### src/rtl/prog_loader_pkg.sv
// rtl/prog_loader_pkg.sv - shared constants and FSM encoding for the boot stream loader
package prog_loader_pkg;

    localparam int WORD_W          = 32;
    localparam int IMEM_WORD_BYTES = 4;
    localparam int DMEM_WORD_BYTES = 8;

    typedef logic [3:0] state_t;

    localparam state_t S_IDLE   = 4'd0;
    localparam state_t S_I_CNT  = 4'd1;
    localparam state_t S_I_WORD = 4'd2;
    localparam state_t S_D_CNT  = 4'd3;
    localparam state_t S_D_LO   = 4'd4;
    localparam state_t S_D_HI   = 4'd5;
    localparam state_t S_CHK    = 4'd6;
    localparam state_t S_DONE   = 4'd7;
    localparam state_t S_ERR    = 4'd8;

endpackage

### src/rtl/prog_loader_if.sv
// rtl/prog_loader_if.sv - valid/ready word stream feeding the loader
interface prog_loader_if;
    import prog_loader_pkg::*;

    logic              in_valid;
    logic              in_ready;
    logic [WORD_W-1:0] in_data;

    modport master (output in_valid, output in_data, input in_ready);
    modport slave  (input in_valid, input in_data, output in_ready);
endinterface

### src/rtl/prog_loader_csum.sv
// rtl/prog_loader_csum.sv - running XOR of accepted stream words, cleared at load start
module prog_loader_csum
    import prog_loader_pkg::*;
(
    input  logic              clk,
    input  logic              arst,
    input  logic              clr_i,
    input  logic              en_i,
    input  logic [WORD_W-1:0] data_i,
    output logic [WORD_W-1:0] acc_o
);
    logic [WORD_W-1:0] acc_q, acc_d;

    always_comb begin
        acc_d = acc_q;
        if (clr_i)
            acc_d = '0;
        else if (en_i)
            acc_d = acc_q ^ data_i;
    end

    always_ff @(posedge clk or posedge arst) begin
        if (arst)
            acc_q <= '0;
        else
            acc_q <= acc_d;
    end

    assign acc_o = acc_q;
endmodule

### src/rtl/prog_loader.sv
// rtl/prog_loader.sv - writes a streamed boot image into imem/dmem, then enables the cpu
// Optional trailing checksum word verified when PROG_LOADER_CHECKSUM_EN is defined.
module prog_loader
    import prog_loader_pkg::*;
#(
    parameter int IMEM_DEPTH = 512,
    parameter int DMEM_DEPTH = 1024
) (
    input  logic               clk,
    input  logic               arst,
    input  logic               start,
    prog_loader_if.slave       s_if,
    output logic               busy,
    output logic               error,
    output logic               cpu_enable,
    output logic [63:0]        addr_ext,
    output logic               wen_ext,
    output logic               ren_ext,
    output logic [WORD_W-1:0]  wdata_ext,
    output logic [63:0]        addr_ext_2,
    output logic               wen_ext_2,
    output logic               ren_ext_2,
    output logic [63:0]        wdata_ext_2
);
    localparam int IDX_W = ((IMEM_DEPTH > DMEM_DEPTH) ? $clog2(IMEM_DEPTH) : $clog2(DMEM_DEPTH)) + 1;

    state_t             state_q, state_d;
    logic [31:0]        cnt_q, cnt_d;
    logic [IDX_W-1:0]   idx_q, idx_d, idx_inc;
    logic [WORD_W-1:0]  lo_q, lo_d;
    logic [63:0]        addr_q, addr_d, addr2_q, addr2_d, wdata2_q, wdata2_d;
    logic [WORD_W-1:0]  wdata_q, wdata_d;
    logic               wen_q, wen_d, wen2_q, wen2_d;
    logic               beat, last;
    state_t             s_final;

    assign busy    = (state_q != S_IDLE) && (state_q != S_DONE) && (state_q != S_ERR);
    assign beat    = s_if.in_valid && s_if.in_ready;
    assign idx_inc = idx_q + 1'b1;
    assign last    = (32'(idx_inc) == cnt_q);

`ifdef PROG_LOADER_CHECKSUM_EN
    logic [WORD_W-1:0] acc;

    // The CSUM word itself must not fold into the accumulator it is checked against.
    prog_loader_csum u_csum (
        .clk    (clk),
        .arst   (arst),
        .clr_i  (start && !busy),
        .en_i   (beat && (state_q != S_CHK)),
        .data_i (s_if.in_data),
        .acc_o  (acc)
    );
    assign s_final = S_CHK;
`else
    assign s_final = S_DONE;
`endif

    always_comb begin
        state_d  = state_q;
        cnt_d    = cnt_q;
        idx_d    = idx_q;
        lo_d     = lo_q;
        addr_d   = addr_q;
        wdata_d  = wdata_q;
        wen_d    = 1'b0;
        addr2_d  = addr2_q;
        wdata2_d = wdata2_q;
        wen2_d   = 1'b0;
        case (state_q)
            S_IDLE, S_DONE, S_ERR: if (start) state_d = S_I_CNT;
            S_I_CNT: if (beat) begin
                if (s_if.in_data > 32'(IMEM_DEPTH))
                    state_d = S_ERR;
                else if (s_if.in_data == '0)
                    state_d = S_D_CNT;
                else begin
                    cnt_d   = s_if.in_data;
                    idx_d   = '0;
                    state_d = S_I_WORD;
                end
            end
            S_I_WORD: if (beat) begin
                wen_d   = 1'b1;
                addr_d  = 64'(idx_q) * 64'(IMEM_WORD_BYTES);
                wdata_d = s_if.in_data;
                idx_d   = idx_inc;
                if (last) state_d = S_D_CNT;
            end
            S_D_CNT: if (beat) begin
                if (s_if.in_data > 32'(DMEM_DEPTH))
                    state_d = S_ERR;
                else if (s_if.in_data == '0)
                    state_d = s_final;
                else begin
                    cnt_d   = s_if.in_data;
                    idx_d   = '0;
                    state_d = S_D_LO;
                end
            end
            S_D_LO: if (beat) begin
                lo_d    = s_if.in_data;
                state_d = S_D_HI;
            end
            S_D_HI: if (beat) begin
                wen2_d   = 1'b1;
                addr2_d  = 64'(idx_q) * 64'(DMEM_WORD_BYTES);
                wdata2_d = {s_if.in_data, lo_q};
                idx_d    = idx_inc;
                state_d  = last ? s_final : S_D_LO;
            end
`ifdef PROG_LOADER_CHECKSUM_EN
            S_CHK: if (beat) state_d = (s_if.in_data == acc) ? S_DONE : S_ERR;
`endif
            default: state_d = S_ERR;
        endcase
    end

    always_ff @(posedge clk or posedge arst) begin
        if (arst) begin
            state_q  <= S_IDLE;
            cnt_q    <= '0;
            idx_q    <= '0;
            lo_q     <= '0;
            addr_q   <= '0;
            wdata_q  <= '0;
            wen_q    <= 1'b0;
            addr2_q  <= '0;
            wdata2_q <= '0;
            wen2_q   <= 1'b0;
        end else begin
            state_q  <= state_d;
            cnt_q    <= cnt_d;
            idx_q    <= idx_d;
            lo_q     <= lo_d;
            addr_q   <= addr_d;
            wdata_q  <= wdata_d;
            wen_q    <= wen_d;
            addr2_q  <= addr2_d;
            wdata2_q <= wdata2_d;
            wen2_q   <= wen2_d;
        end
    end

    assign s_if.in_ready = busy;
    assign error         = (state_q == S_ERR);
    assign cpu_enable    = (state_q == S_DONE);
    assign addr_ext      = addr_q;
    assign wen_ext       = wen_q;
    assign ren_ext       = 1'b0;
    assign wdata_ext     = wdata_q;
    assign addr_ext_2    = addr2_q;
    assign wen_ext_2     = wen2_q;
    assign ren_ext_2     = 1'b0;
    assign wdata_ext_2   = wdata2_q;
endmodule

### src/flat_wrapper.sv
// flat-port wrapper written by rule: the top's interface ports become plain ports
module prog_loader_flat import prog_loader_pkg::*;
#(
    parameter int IMEM_DEPTH = 512,
    parameter int DMEM_DEPTH = 1024
)
  (clk, arst, start, busy, error, cpu_enable, addr_ext, wen_ext, ren_ext, wdata_ext, addr_ext_2, wen_ext_2, ren_ext_2, wdata_ext_2, s_if_in_valid, s_if_in_data, s_if_in_ready);
  prog_loader_if s_if_i ();
  input  logic clk;
  input  logic arst;
  input  logic start;
  output logic busy;
  output logic error;
  output logic cpu_enable;
  output logic [63:0] addr_ext;
  output logic wen_ext;
  output logic ren_ext;
  output logic [WORD_W-1:0] wdata_ext;
  output logic [63:0] addr_ext_2;
  output logic wen_ext_2;
  output logic ren_ext_2;
  output logic [63:0] wdata_ext_2;
  input wire logic [$bits(s_if_i.in_valid)-1:0] s_if_in_valid;
  input wire logic [$bits(s_if_i.in_data)-1:0] s_if_in_data;
  output wire logic [$bits(s_if_i.in_ready)-1:0] s_if_in_ready;
  assign s_if_i.in_valid = s_if_in_valid;
  assign s_if_i.in_data = s_if_in_data;
  assign s_if_in_ready = s_if_i.in_ready;
  prog_loader #(.IMEM_DEPTH(IMEM_DEPTH), .DMEM_DEPTH(DMEM_DEPTH)) u_core (.clk(clk), .arst(arst), .start(start), .s_if(s_if_i), .busy(busy), .error(error), .cpu_enable(cpu_enable), .addr_ext(addr_ext), .wen_ext(wen_ext), .ren_ext(ren_ext), .wdata_ext(wdata_ext), .addr_ext_2(addr_ext_2), .wen_ext_2(wen_ext_2), .ren_ext_2(ren_ext_2), .wdata_ext_2(wdata_ext_2));
endmodule
### config.mk
export PLATFORM = sky130hd
export DESIGN_NAME = prog_loader_flat
export DESIGN_NICKNAME = d
export VERILOG_FILES = /design/src/rtl/prog_loader_pkg.sv /design/src/rtl/prog_loader_if.sv /design/src/rtl/prog_loader_csum.sv /design/src/rtl/prog_loader.sv /design/src/flat_wrapper.sv
export SDC_FILE = /design/constraint.sdc
export NUM_CORES = 1
export LEC_CHECK = 0
export CORE_MARGIN = 2
export CORE_UTILIZATION = 43
export CTS_CLUSTER_DIAMETER = 80
export DETAILED_ROUTE_END_ITERATION = 12
export GPL_TIMING_DRIVEN = 0
export PLACE_DENSITY = 0.81
export SETUP_SLACK_MARGIN = 0.1
export SLEW_MARGIN = 10
export SYNTH_ARGS = -nofsm -noshare
export SYNTH_HDL_FRONTEND = slang
export SYNTH_SLANG_ARGS = --single-unit
### constraint.sdc
create_clock -name clk -period 6.43 [get_ports clk]
set_clock_uncertainty 0.05 [all_clocks]
set_input_delay 0.643 -clock clk [delete_from_list [all_inputs] [get_ports clk]]
set_output_delay 0.643 -clock clk [all_outputs]
set_load 0.02 [all_outputs]
== Yosys cells after proc, flatten, opt, wreduce, memory -nomap -nowiden ==
Cells that the tools add are included.

* $add $sub $neg: 1
* $mul: 0
* Divide/modulo/power cells: 0
* Magnitude comparators: 2
* Eq/ne operators: 20
* Shift-type cells: 0
* Mux-type cells: 29
* Bitwise logic cells: 0
* Reductions and logical operators: 16

{| class="wikitable"
|+ Operators with widths
! cell !! number
|-
| 2-to-1 mux 32 bit || 5
|-
| 2-to-1 mux 11 bit || 6
|-
| one-hot mux 32 bit (2 select lines) || 1
|-
| 2-to-1 mux 4 bit || 9
|-
| one-hot mux 11 bit (3 select lines) || 1
|-
| == test 11 x 32 -> 1 bit || 1
|-
| > comparator 32 x 10 -> 1 bit (second input constant) || 1
|-
| > comparator 32 x 11 -> 1 bit (second input constant) || 1
|-
| zero test 32 bit || 1
|-
| one-hot mux 4 bit (6 select lines) || 1
|-
| != test 2 x 1 -> 1 bit (second input constant) || 7
|-
| == test 4 x 3 -> 1 bit (second input constant) || 3
|-
| adder 11 x 1 -> 11 bit (second input constant) || 1
|-
| == test 4 x 2 -> 1 bit (second input constant) || 2
|-
| AND reduction 7 bit || 1
|-
| != test 2 bit (second input constant) || 3
|-
| AND reduction 2 bit || 3
|-
| AND reduction 6 bit || 1
|-
| AND reduction 5 bit || 1
|-
| == test 4 x 1 -> 1 bit (second input constant) || 1
|-
| == test 4 bit (second input constant) || 1
|-
| zero test 4 bit || 1
|-
| 2-to-1 mux 1 bit || 4
|-
| 2-to-1 mux 2 bit || 2
|-
| 8 further kinds || 10
|}

* Flip-flop bits (word level): 199
* Bits in latches: 0
* Bits in writable memories: 0
* ROM bits: 0
* Input bits: 36
* Output and inout bits: 232
* Logic and storage cells: 78
* Memories kept: 0

== Longest topological paths before layout ==
Gate-level depths: netlist of run 1.

* Word-level depth: 6
* Mapped depth: 9
* Depth with buffers taken out: 8

== Worst setup path before layout of run 1 ==
OpenSTA, ideal clock, no wires.

* Path kind: input to register
* Start point: input s_if_in_data[7]
* End point: register u_core.cnt_q[0]
* Library setup time: 125 ps
* Arrival: 2,488 ps
* Required time: 6,255 ps
* Setup slack: 3,767 ps
* Cell stages on the path: 8
* Buffers on the path: 1
* Path through: nor4_2 > nand3_2 > a21oi_1 > a21oi_1 > o311a_4 > nor4_4 > buf_6 > mux2_4

* Cells in the longest elaborated chain, start to end: 5
* Elaborated cells on any way between the ends: 12
* Those cells by class: 2 x order compare; 2 x eq/ne; 6 x mux; 2 x reduce/logical

{| class="wikitable"
|+ Ends and longest elaborated chain
! what !! line !! source
|-
| from (decl) || flat_wrapper.sv:24 || <nowiki>input wire logic [$bits(s_if_i.in_data)-1:0] s_if_in_data;</nowiki>
|-
| parallel branches: the longest is 5 deep, another holds > comparator 32 x 11 -> 1 bit || - ||
|-
| to (signal assigned) || prog_loader.sv:133 || <nowiki>cnt_q <= cnt_d;</nowiki>
|-
| to (decl) || prog_loader.sv:28 || <nowiki>logic [31:0] cnt_q, cnt_d;</nowiki>
|}

Parallel ways; which one is timed is not known. The select of a mux whose other input is x is not followed.
A chain may end at the register's enable or synchronous reset.

== Worst setup path after layout of run 1 ==
* Start point: input s_if_in_data[16]
* End point: register u_core.idx_q[2]

* Cells in the longest elaborated chain, start to end: 5
* Elaborated cells on any way between the ends: 12
* Those cells by class: 2 x order compare; 2 x eq/ne; 6 x mux; 2 x reduce/logical

{| class="wikitable"
|+ Ends and longest elaborated chain
! what !! line !! source
|-
| parallel branches: the longest is 5 deep, another holds > comparator 32 x 11 -> 1 bit || - ||
|-
| to (signal assigned) || prog_loader.sv:134 || <nowiki>idx_q <= idx_d;</nowiki>
|-
| to (decl) || prog_loader.sv:29 || <nowiki>logic [IDX_W-1:0] idx_q, idx_d, idx_inc;</nowiki>
|}

Parallel ways; which one is timed is not known. The select of a mux whose other input is x is not followed.

==> results of run 1 <==
[worst min path at each step]
| stage | endpoint | cells after the start |
|---|---|---|
| 2_1_floorplan | u_core.wdata_ext_2[0] | 2 |
| 3_5_place_dp | u_core.wdata_ext_2[12] | 2 |
| 3_3_place_gp | u_core.wdata_ext_2[19] | 2 |
| 6_report | u_core.wdata_ext_2[12] | 2 |
| 4_1_cts | u_core.wdata_ext_2[12] | 2 |
| 5_1_grt | u_core.wdata_ext_2[12] | 2 |
[sequential cells by signal (all words and copies together), names as in the netlist]
| name | count |
|---|---|
| u_core.wdata_ext | 32 |
| u_core.cnt_q | 32 |
| u_core.wdata_ext_2 | 64 |
| u_core.idx_q | 11 |
| u_core.state_q | 4 |
| u_core.wen_ext | 1 |
| u_core.addr_ext_2 | 11 |
| u_core.lo_q | 32 |
| u_core.addr_ext | 11 |
| u_core.wen_ext_2 | 1 |
[per-stage QoR]
stage               TNS (ns)  total power [W]  cells  instance area [sq um]  setup slack [ns]
finish                     0         0.002943   1344                  11990             3.105
global route               0         0.003060   1344                  11990             2.996
CTS                        0         0.002969   1344                  11990             3.210
detailed placement         0         0.001871   1312                  11390             2.769
global placement     -447.52         0.001858   1311                  11350            -2.261
floorplan                  0         0.001731    880                   9447            0.3113
[final cells by class]
cell class | count | area [sq um] | area share [%]
repair buffers | 157 | 1589 | 13.25
flip-flops and latches | 199 | 4980 | 41.52
inverters | 7 | 33.78 | 0.2817
well taps | 275 | 344.1 | 2.869
plain buffers | 149 | 984.7 | 8.211
multi-input cells | 525 | 3456 | 28.82
clock inverters | 13 | 162.7 | 1.356
clock buffers | 19 | 442.9 | 3.693
[worst reg2reg max path, cell delays in order (launching register included)]
cell	delay, ns
dfrtp_1	0.51
ha_1	0.19
clkbuf_1	0.29
and3_1	0.25
nand3_1	0.17
xnor2_1	0.19
nor4_1	0.37
nand4bb_1	0.33
o21a_1	0.30
mux2_1	0.31
[synth_stat cells, types with 4 or more instances]
master	number
a21oi_1	6
buf_1	14
xor2_1	4
mux2_4	9
dfrtp_1	199
inv_1	7
o211ai_1	4
clkbuf_1	18
xnor2_1	8
nand4_1	5
o22ai_1	4
nand3_1	8
nor2_1	22
nand2b_1	4
o21ai_0	20
buf_4	109
buf_2	7
o31ai_1	8
nor2b_1	25
nand2_1	113
nor4_1	11
mux2_2	117
nor3_1	5
[layer usage]
metal  up-vias  part of all wire [%]  wire length, um
li1       2981                     -                -
met1      3087                    43             8903
met2       238                    47             9816
met3        33                   7.8             1634
met4         0                   2.4              495
met5         -                     0                0
[report_power, final]
group	internal (W)	leakage, nW	total (W)	switching (W)
sequential	0.00130	2.72	0.00135	0.0000471
clock	0.000598	0.298	0.00109	0.000492
combinational	0.000235	3.01	0.000505	0.000269
[logic make-up after synthesis]
kind of cell	share of synthesized area, %
simple gates	11.48
xor+xnor	1.162
other cells	0.04146
buf+inv	11.18
compound gates	4.399
mux	16.54
fa+ha+maj	0.1383
flops	55.06
==> results.ini, run 1 <==
[grt]
grt_pass1_vias=5985
busiest_layer=met2
met3_usage_pct=5.382
antenna_found_initial=0
grt_pass1_wl_mm=32.68
met1_usage_pct=24.92
use_met2_pct=30.65
grt_max_degree=119
grt_usage_pct=19.09
overflow=0

[setup_path]
r2r_setup_slack_ns=3.35
endpoint=u_core.idx_q[2]
worstSetupPathDepth=9
critical_path.endpoint_type=register
worstPathRequired_ns=6.67
max_stage_delay_ns=0.75
critPathKind=primary input to register
cp_max_fo=10
critPathBufInv=2
critical_path.startpoint=s_if_in_data[16]
crit_arrival_ns=3.57
path_cells=clkdlybuf4s50_1, nor4_1, nand4_1, a2111oi_0, a211o_1, nand3b_1, clkbuf_1, o21ai_0, o21ai_0
path_common_cell=o21ai_0
cp_slowest_cell=a2111oi_0
r2r_cells=9
critical_path.startpoint_type=primary input
critPathTopFamily=compound AO/OA/AOI/OAI gates
r2r_start=u_core.idx_q[0]
r2r-end=u_core.state_q[1]

[final_layout]
final_layout_size_suffix_gt1_share_pct=26.29
fin_util_pct=57.60
nFillCells=1694
final_cell_mix=199 x dfrtp_1, 156 x clkdlybuf4s50_1, 117 x mux2_2, 113 x nand2_1, 109 x buf_4
synthToLayoutAreaGrowth_pct=32.59
antenna_cells=0
fin_nets=1093
layout.cells.most_common=dfrtp_1

[floorplan]
ios=268
die_area_sq_mm=0.02221
coreArea_sq_mm=0.02082
die_h_um=149.0
rows=53
die_w_um=149.0
start_util_pct=43.44

[min_path]
hold_start=u_core.lo_q[12]
min_path_type=register to register

[timing]
fmax_ghz=0.3008
fin_crit_ns=3.325
fin_crit_sh_pct=51.70
holdWs_ns=0.3981
slew_headroom_pct=45.86
drv_slew=0
rsz0062_at_grt=no
hold_viol_final=0
setup_viol=0
worst_pin_slew_ns=0.8047

[clocking]
cts_max_path_buffers=2
cts_sinks=199
cts-root-buf=clkbuf_16
tritoncts=yes
ctsHoldBuffers=0
cts-resized-gates=0
numCtsBuffers=17
cts_setup_buffers=0
htreeDepth=4
clk_pin_slew_ns=0.08
clkLatencyLatePin_ns=0.44

[flow_run]
drv_cap=0

[drt]
first_pass_iters=4
totalWireLength_mm=20.85
antenna_left=0
vias=6339
route.detailed.drc=0
via_per_inst=4.717
post_drt_wl_per_cell_um=15.51
drt_iter0_drc=391

[placed_design]
place.gp.congestion=0.8702
io_buffer_count=156
dp_hpwl_mm=14.99

[run_status]
status=completed

[yosys]
synth_edf_count=0
ys_ff_latch=199
yosysTopAreaCellShare_pct=55.06
syn_inst=773
synth_cell_types=56
yosysWarnings=0
async_reset_ff_share_pct=100.0
synth_top_cell_by_area=dfrtp_1
syn_area_sq_mm=0.009045
avgSynthCellArea_sq_um=11.70
ys_top_cells_by_area=dfrtp_1 55%, mux2_2 15%, buf_4 9.0%
synth_ff_type=dfrtp_1
synth_seq_area_share_pct=55.06

[pwr]
peakVddDrop_mv=0.2159
p_per_area_mw_per_mm2=245.4
p_leak_nw=6.033

No activity file was read; power rests on OpenSTA's default activity.
==> run 2: changes to the inputs <==
- CORE_UTILIZATION: 43 -> 48
- PLACE_DENSITY: 0.81 -> 0.85
- clock period: 6.43 -> 3.45 ns (I/O delays scaled with it)
==> results.ini, run 2 (synthesized netlist as in run 1, its figures left out) <==
[run_status]
status=completed

[final_layout]
regArea_sq_mm=0.004980  ; unchanged
synthToLayoutAreaGrowth_pct=32.52  ; about the same
layout.cells.most_common=dfrtp_1
largest_reg_flops=64  ; unchanged
multiInputGateArea_sq_mm=0.003456  ; unchanged
final_cell_mix=199 x dfrtp_1, 156 x clkdlybuf4s50_1, 117 x mux2_2, 113 x nand2_1, 109 x buf_4
antenna_cells=0  ; unchanged
final_layout_size_suffix_gt1_share_pct=26.72  ; +0.44 points
fin_area_sq_mm=0.01199  ; about the same
fin_util_pct=64.51  ; +6.9 points
nFillCells=1401  ; -17%
fin_nets=1098  ; +0.46%

[placed_design]
placed_area_sq_mm=0.01142  ; +0.33%
io_buffer_count=156  ; unchanged
dp_hpwl_mm=15.94  ; +6.3%
place.gp.congestion=0.8474  ; -2.6%

[timing]
worst_pin_slew_ns=0.7774  ; -0.02728 ns
fin_crit_ns=3.137
slew_headroom_pct=47.69  ; +1.8 points
holdWs_ns=0.1958  ; -0.2022 ns
hold_viol_final=0  ; unchanged
rsz0062_at_grt=no
drv_slew=0  ; unchanged
fmax_ghz=0.3187
setup_viol=0  ; unchanged
fin_crit_sh_pct=90.94

[clocking]
ctsHoldBuffers=0  ; unchanged
cts_max_path_buffers=2  ; unchanged
numCtsBuffers=17  ; unchanged
cts_sinks=199  ; unchanged
clk_pin_slew_ns=0.07  ; about the same
clkLatencyLatePin_ns=0.44  ; about the same
cts-root-buf=clkbuf_16
tritoncts=yes
cts-resized-gates=0  ; unchanged
cts_setup_buffers=0  ; unchanged
htreeDepth=4  ; unchanged

[grt]
overflow=0  ; unchanged
grt_pass1_vias=6415  ; +7.2%
grt_usage_pct=22.34  ; +3.2 points
antenna_found_initial=0  ; unchanged
grt_max_degree=40  ; -66%
grt_pass1_wl_mm=34.71  ; +6.2%

[setup_path]
critical_path.startpoint_type=primary input
worstPathRequired_ns=3.71  ; -2.96 ns
path_cells=clkdlybuf4s50_1, nor4_1, nand4_1, a2111oi_0, a211o_1, nand3b_1, clkbuf_1, o21ai_0, o31ai_1
critPathTopFamily=compound AO/OA/AOI/OAI gates
critPathBufInv=2  ; unchanged
max_stage_delay_ns=0.77  ; +0.02 ns
r2r_setup_slack_ns=0.34  ; -3.01 ns
crit_arrival_ns=3.40  ; -0.17 ns
critPathKind=primary input to register
critical_path.endpoint_type=register
cp_max_fo=10  ; unchanged
cp_slowest_cell=a2111oi_0

[floorplan]
coreArea_sq_mm=0.01858  ; -11%
ios=268  ; unchanged
die_h_um=141.3  ; -5.2%
die_area_sq_mm=0.01996  ; -10%
die_w_um=141.3  ; -5.2%
rows=50  ; -5.7%
start_util_pct=48.68  ; +5.2 points

[pwr]
peakVddDrop_mv=0.3595  ; +66%
finalPower_w=0.005397  ; +83%
p_leak_nw=6.041  ; +0.13%
p_per_area_mw_per_mm2=450.3  ; +83%

[drt]
via_per_inst=4.940  ; +4.7%
totalWireLength_mm=21.93  ; +5.2%
drt_iter0_drc=437  ; +12%
first_pass_iters=5  ; +1
route.detailed.drc=0  ; unchanged
post_drt_wl_per_cell_um=16.76  ; +8.1%
antenna_left=0  ; unchanged
vias=6462  ; +1.9%

[min_path]
min_path_type=primary input to asynchronous set/reset pin

[flow_run]
drv_cap=0  ; unchanged

==> run 2: changes by cell type in the layout (fill, tap and decap cells not counted) <==
cell        change
bufinv_16       -2
buf_16          -1
clkinvlp_4      +4
clkbuf_8        -1
buf_12          +6
clkbuf_1        -1
==> run 2: power by group <==
part           leakage, nW  internal, W  switching [W]
clock network        0.268     0.000952       0.000970
logic                 3.05     0.000449       0.000514
registers             2.72      0.00243      0.0000871
total                 6.04      0.00383        0.00157
==> run 2: cell type report <==
type / instances / area share (%)
Sequential cell: 199 / 41.54
Timing Repair Buffer: 162 / 14.03
Clock inverter: 15 / 1.138
Inverter: 7 / 0.2505
Multi-Input combinational cell: 525 / 28.83
Buffer: 149 / 8.215
Tap cell: 234 / 2.443
Clock buffer: 17 / 3.549
==> run 2: through the flow <==
step                cells  TNS [ns]  setup WS [ns]
finish               1308         0         0.3125
global route         1308         0         0.1314
global placement     1270   -203.60         -1.040
CTS                  1308         0         0.3850
detailed placement   1276         0        0.05799
floorplan             880         0         0.4807
==> run 2: worst paths after layout <==
check,startpoint,end,depth (start not counted)
min,arst,u_core.addr_ext_2[8],2
max,s_if_in_data[24],u_core.idx_q[3],9
min in group clk,s_if_in_valid,u_core.state_q[0],3
max in group asynchronous,arst,u_core.wdata_ext_2[22],5
max reg2reg,u_core.idx_q[0],u_core.state_q[1],9
min reg2reg,u_core.lo_q[27],u_core.wdata_ext_2[27],2
==> run 2: routing by layer <==
| layer | up-vias | share of wire [%] | track usage, % |
|---|---|---|---|
| met5 | - | 0 | 0 |
| met4 | 0 | 2.6 | 8.158 |
| met3 | 48 | 7.0 | 5.805 |
| met2 | 248 | 49 | 37.07 |
| met1 | 3166 | 42 | 28.47 |
| li1 | 3000 | - | - |
